## config.mk

```make
export PLATFORM = sky130hd
export DESIGN_NAME = rom_alu
export DESIGN_NICKNAME = d
export VERILOG_FILES = /design/src/rtl/rom_alu_pkg.sv /design/src/rtl/rom_alu_roll.sv /design/src/rtl/rom_alu.sv
export SDC_FILE = /design/constraint.sdc
export NUM_CORES = 1
export LEC_CHECK = 0
export CAP_MARGIN = 25
export CORE_ASPECT_RATIO = 0.6
export CORE_UTILIZATION = 60
export CTS_CLUSTER_SIZE = 28
export DETAILED_ROUTE_END_ITERATION = 16
export DONT_BUFFER_PORTS = 1
export PLACE_DENSITY = 0.81
export SYNTH_ARGS = -nofsm -noshare
export SYNTH_HDL_FRONTEND = slang
export SYNTH_SLANG_ARGS = --single-unit
```

## constraint.sdc

```tcl
create_clock -name clk -period 3 [get_ports clk]
set_input_delay 0.6 -clock clk [delete_from_list [all_inputs] [get_ports clk]]
set_output_delay 0.6 -clock clk [all_outputs]
set_load 0.005 [all_outputs]
```

## src/rtl/rom_alu_pkg.sv

```systemverilog
// Shared constants for the rom_alu datapath slice: width default, runit and rollop codes.
package rom_alu_pkg;

  localparam int unsigned ALU_WIDTH = 16;

  localparam logic [3:0] RU_IDLE = 4'b0000;
  localparam logic [3:0] RU_ADD  = 4'b1000;
  localparam logic [3:0] RU_AND  = 4'b1001;
  localparam logic [3:0] RU_OR   = 4'b1010;
  localparam logic [3:0] RU_XOR  = 4'b1011;
  localparam logic [3:0] RU_ROLL = 4'b0100;
  localparam logic [3:0] RU_NOT  = 4'b0101;
  localparam logic [3:0] RU_CS1  = 4'b0110;
  localparam logic [3:0] RU_CS2  = 4'b0111;

  localparam logic [2:0] RO_SHL  = 3'b000;
  localparam logic [2:0] RO_SHR  = 3'b001;
  localparam logic [2:0] RO_RCL  = 3'b010;
  localparam logic [2:0] RO_RCR  = 3'b011;
  localparam logic [2:0] RO_ASR  = 3'b100;
  localparam logic [2:0] RO_ROL  = 3'b101;
  localparam logic [2:0] RO_ROR  = 3'b110;
  localparam logic [2:0] RO_PASS = 3'b111;

endpackage

```

## src/rtl/rom_alu_roll.sv

```systemverilog
// Single-bit combinational shifter/rotator for rom_alu; only built with ALU_ROLL_EN defined.
`ifdef ALU_ROLL_EN
module rom_alu_roll
  import rom_alu_pkg::*;
#(
  parameter int unsigned WIDTH = ALU_WIDTH
) (
  input  logic [WIDTH-1:0] a_i,
  input  logic             l_i,
  input  logic [2:0]       rollop_i,
  output logic [WIDTH-1:0] y_o,
  output logic             l_out_o,
  output logic             shift_o
);

  // shift_o is low only for PASS, which leaves L untouched
  always_comb begin
    y_o     = a_i;
    l_out_o = 1'b0;
    shift_o = 1'b1;
    case (rollop_i)
      RO_SHL: begin y_o = {a_i[WIDTH-2:0], 1'b0};       l_out_o = a_i[WIDTH-1]; end
      RO_SHR: begin y_o = {1'b0, a_i[WIDTH-1:1]};       l_out_o = a_i[0];       end
      RO_RCL: begin y_o = {a_i[WIDTH-2:0], l_i};        l_out_o = a_i[WIDTH-1]; end
      RO_RCR: begin y_o = {l_i, a_i[WIDTH-1:1]};        l_out_o = a_i[0];       end
      RO_ASR: begin y_o = {a_i[WIDTH-1], a_i[WIDTH-1:1]}; l_out_o = a_i[0];     end
      RO_ROL: begin y_o = {a_i[WIDTH-2:0], a_i[WIDTH-1]}; l_out_o = a_i[WIDTH-1]; end
      RO_ROR: begin y_o = {a_i[0], a_i[WIDTH-1:1]};     l_out_o = a_i[0];       end
      default: shift_o = 1'b0;
    endcase
  end

endmodule
`endif

```

## src/rtl/rom_alu.sv

```systemverilog
// CFT 16-bit ALU slice: A/B operand registers, registered result and L-flag controls.
// Optional rotate/shift unit enabled by defining ALU_ROLL_EN; otherwise ROLL acts as PASS.
module rom_alu
  import rom_alu_pkg::*;
#(
  parameter int unsigned WIDTH = ALU_WIDTH
) (
  input  logic             clk,
  input  logic             reset,
  input  logic             rsthold,
  input  logic [WIDTH-1:0] ibus,
  input  logic             w_a,
  input  logic             w_b,
  input  logic             guard_n,
  input  logic [3:0]       runit,
  input  logic [2:0]       rollop,
  input  logic             l,
  output logic             alu_l_toggle,
  output logic             alu_l_out,
  output logic             alu_l_latch,
  input  logic             ints_n,
  output logic [WIDTH-1:0] y
);

  localparam int unsigned SW = WIDTH + 1;

  logic [WIDTH-1:0] a_q, b_q, y_q, y_d;
  logic             tog_q, tog_d, lout_q, lout_d, latch_q, latch_d;
  logic [SW-1:0]    sum_c, inc_c, dec_c;
  logic [WIDTH-1:0] roll_y_c;
  logic             roll_l_c, roll_shift_c;
  logic             unused_inputs;

`ifdef ALU_ROLL_EN
  rom_alu_roll #(.WIDTH(WIDTH)) u_roll (
    .a_i      (a_q),
    .l_i      (l),
    .rollop_i (rollop),
    .y_o      (roll_y_c),
    .l_out_o  (roll_l_c),
    .shift_o  (roll_shift_c)
  );
  assign unused_inputs = ints_n;
`else
  assign roll_y_c      = a_q;
  assign roll_l_c      = 1'b0;
  assign roll_shift_c  = 1'b0;
  assign unused_inputs = ^{ints_n, guard_n, rollop};
`endif

  assign sum_c = {1'b0, a_q} + {1'b0, b_q};
  assign inc_c = {1'b0, a_q} + SW'(1);
  assign dec_c = {1'b0, a_q} + {1'b0, {WIDTH{1'b1}}};

  // Next result and L controls; everything zero when idle or held
  always_comb begin
    y_d     = '0;
    tog_d   = 1'b0;
    lout_d  = 1'b0;
    latch_d = 1'b0;
    if (rsthold) begin
      case (runit)
        RU_ADD: begin
          y_d    = sum_c[WIDTH-1:0];
          tog_d  = sum_c[WIDTH];
          lout_d = l ^ sum_c[WIDTH];
        end
        RU_AND: y_d = a_q & b_q;
        RU_OR:  y_d = a_q | b_q;
        RU_XOR: y_d = a_q ^ b_q;
        RU_NOT: y_d = ~a_q;
        RU_CS1: begin
          y_d   = inc_c[WIDTH-1:0];
          tog_d = inc_c[WIDTH];
        end
        RU_CS2: begin
          y_d   = dec_c[WIDTH-1:0];
          tog_d = dec_c[WIDTH];
        end
        RU_ROLL: begin
          y_d     = roll_y_c;
          lout_d  = roll_l_c;
          latch_d = roll_shift_c & guard_n;
        end
        default: ;
      endcase
    end
  end

  always_ff @(posedge clk) begin
    if (reset) begin
      a_q     <= '0;
      b_q     <= '0;
      y_q     <= '0;
      tog_q   <= 1'b0;
      lout_q  <= 1'b0;
      latch_q <= 1'b0;
    end else begin
      if (!w_a) a_q <= ibus;
      if (!w_b) b_q <= ibus;
      y_q     <= y_d;
      tog_q   <= tog_d;
      lout_q  <= lout_d;
      latch_q <= latch_d;
    end
  end

  assign y            = y_q;
  assign alu_l_toggle = tog_q;
  assign alu_l_out    = lout_q;
  assign alu_l_latch  = latch_q;

endmodule

```

==> results of run 1 <==
-- metrics by stage --
step                      power, W  cells
after global placement     0.00112    563
after global routing       0.00181    571
final                      0.00173    571
after detailed placement   0.00113    563
after floorplan            0.00107    508
after CTS                  0.00172    571
-- path summary, 6_finish.rpt --
| check | from | slack (ns) | to |
|---|---|---|---|
| setup / recovery | a_q[2] | 0.42 | y[10] |
| hold / removal | reset | 0.37 | a_q[0] |
| hold reg to reg | b_q[11] | 0.53 | b_q[11] |
| setup reg to reg | a_q[2] | 0.42 | y[10] |
-- synthesized netlist by cell type (2+ instances only) --
cell type | number | share of area
nor2_1 | 58 | 0.054
dfxtp_1 | 50 | 0.25
mux2i_1 | 43 | 0.11
inv_1 | 39 | 0.036
ha_1 | 34 | 0.10
a21oi_1 | 31 | 0.038
clkbuf_1 | 29 | 0.027
nand2_1 | 28 | 0.026
o21ai_0 | 19 | 0.023
xnor2_1 | 18 | 0.039
o22ai_1 | 12 | 0.018
nand3_1 | 11 | 0.014
nor4_1 | 10 | 0.015
xor2_1 | 8 | 0.017
a22oi_1 | 7 | 0.013
nor2b_1 | 7 | 0.011
a21o_1 | 6 | 0.011
nor3_1 | 6 | 0.0074
and3_1 | 5 | 0.0077
nand4_1 | 5 | 0.0077
a211oi_1 | 4 | 0.0074
a32oi_1 | 4 | 0.0086
nand2b_1 | 4 | 0.0062
o211ai_1 | 4 | 0.0074
o22a_1 | 4 | 0.0086
o32ai_1 | 4 | 0.0086
a221oi_1 | 3 | 0.0065
buf_1 | 3 | 0.0028
mux4_2 | 3 | 0.017
o31ai_1 | 3 | 0.0055
a31oi_1 | 2 | 0.0031
buf_2 | 2 | 0.0025
nand3b_1 | 2 | 0.0037
nor3b_1 | 2 | 0.0037
nor4b_1 | 2 | 0.0043
o2111ai_1 | 2 | 0.0043
o21a_1 | 2 | 0.0037
o21ai_1 | 2 | 0.0025
o21bai_1 | 2 | 0.0037
or4_1 | 2 | 0.0037
-- sequential cells by signal (all words and copies together) (netlist names) --
name / cells
b_q: 16
y: 16
alu_l_out: 1
alu_l_toggle: 1
a_q: 16
-- power breakdown --
part           internal, W  leakage, nW  switching (W)
Combinational     0.000171         1.26       0.000220
Sequential        0.000695        0.410      0.0000477
Clock             0.000335       0.0735       0.000261
Total              0.00120         1.74       0.000529
-- placed cells by master (no fill, tap or decap), drive strengths merged, types with 11 or more instances in the layout --
cell    n
nand3  11
a21oi  31
xnor2  18
inv    40
mux2i  43
o22ai  12
dfxtp  50
nor2   58
ha     34
nor4   11
nand2  28
o21ai  21
-- critical path, stage by stage, from the launching register on --
cell and delay, ns:
dfxtp_1 0.54, inv_1 0.11, ha_1 0.38, a21o_1 0.23, a221oi_2 0.34, a21oi_1 0.15, o21a_1 0.20, or3_1 0.36
a31oi_1 0.18
-- metal layers --
metal	share of wire	track usage	wire length, um	up-vias
met2	0.36	0.435	4020	253
li1	-	-	-	1771
met5	0	0	0	-
met4	0.0047	0.0439	53	0
met1	0.47	0.520	5250	1743
met3	0.17	0.139	1890	8
-- cell families (layout without fill, tap and decap cells) --
family          count (synthesis)  count (layout)
compound gates                123             123
xor+xnor                       26              26
fa+ha+maj                      35              35
buf+inv                        76              55
flops                          50              50
mux                            47              47
other cells                     1               1
simple gates                  150             150
-- area by class of cell --
| type | instances | area [um2] |
|---|---|---|
| tap | 84 | 105 |
| timing repair buffer | 8 | 60.1 |
| inverter | 39 | 146 |
| sequential | 50 | 1000 |
| clock inverter | 2 | 16.3 |
| clock buffer | 6 | 139 |
| multi-input combinational | 382 | 2760 |
| fill | 547 | 2100 |
==> flow_metrics.tcl, run 1 <==
set metrics [dict create \
    min_period_over_period 0.860 \
    cp_data_arrival_time_ns 2.80 \
    gr-total-overflow 0 \
    wl_per_cell_um 19.6 \
    die_h_um 65.8 \
    fmax_mhz 387 \
    grt_use_total 0.340 \
    gp_congestion 0.965 \
    synth_mux_area_frac 0.125 \
    dominantRegCellSynth "dfxtp_1" \
    viasPerCell 6.61 \
    area_delta_synth_final_pct 4.09 \
    synth-xor-area-share 0.0560 \
    dp_slack_ns 0.523 \
    placed_area_um2 4080 \
    num_vias 3775 \
    ant_nets 0 \
    dieArea_um2 7120 \
    drive_above_1_share 0.0575 \
    maxCapViolCount 0 \
    cts_buffers 5 \
    crit_required_ns 3.22 \
    n_antenna_cell 0 \
    grt_pass1_vias 3403 \
    yosysWarnings 0 \
    final_util 0.668 \
    fin_ws_ns 0.419 \
    post-route-cell-area_um2 4230 \
    yosys_register_bits 50 \
    hold_path_class "input port to flip-flop" \
    crit_fanout 11 \
    routed_wl_mm 11.2 \
    start_kind "flip-flop" \
    grt_pass1_wl_mm 18.2 \
    root_buffer "clkbuf_16" \
    io-pin-count 50 \
    fin_worst_skew_ns 0.00409 \
    portBuffers 0 \
    synth_area_per_cell_um2 8.00 \
    synth-compound-area-share 0.204 \
    grt_start_max_net_pins 37 \
    hold_ws_ns 0.366 \
    cts_tree "yes" \
    core_area_um2 6330 \
    synthAdderAreaFrac 0.110 \
    clk_latency_ns 0.30 \
    ctsResizeCount 0 \
    p_per_area_nw_per_um2 409 \
    p_leak_nw 1.74 \
    synth_area_um2 4070 \
    die_w_um 108 \
    yosys.area_share.simple 0.184 \
    cp-end-kind "flip-flop" \
    setup-tns-final_ns 0 \
    slew_viol_final 0 \
    nets 552 \
    clk_pin_slew_worst_paths_ns 0.07 \
    postSynthCellCount 508 \
    cts_max_path_buffers 2 \
    rows 22 \
    ir_drop_v 0.000305 \
    fin_crit_ns 2.58 \
    setup_viol 0 \
    drc 0 \
    synth_top_family_by_area "compound AO/OA/AOI/OAI gates" \
    h-tree-depth 2 \
    yosysSeqAreaShare 0.246 \
    first_pass_iters 5 \
    hpwl_mm 8.51 \
    synth_cell_types 66 \
    r2r_cells 8 \
    cts_setup_buffers 0 \
    maxSlewHeadroom 0.506 \
    numClockSinks 50 \
    drt-initial-drc-count 491 \
    crit_type "flip-flop to flip-flop" \
    initial_core_util 0.642 \
    worst-slew-pin-transition_ns 0.739 \
    whs_path_depth 1 \
    synthArstFlopShare 0 \
    grt_setup_unrepaired "no" \
    synthesis.nets 574 \
    hold_buffers 0 \
    synth_enable_flop_cells 0 \
    outcome "finished clean" \
    antenna_found_initial 0 \
    finalHoldViolCount 0 \
]
(Power assumes the default switching activity.)
==> inputs of run 2 (changes only) <==
- SLEW_MARGIN: default -> 20
==> results of run 2 <==
Final layout, timing and power as in run 1 (identical DEF).
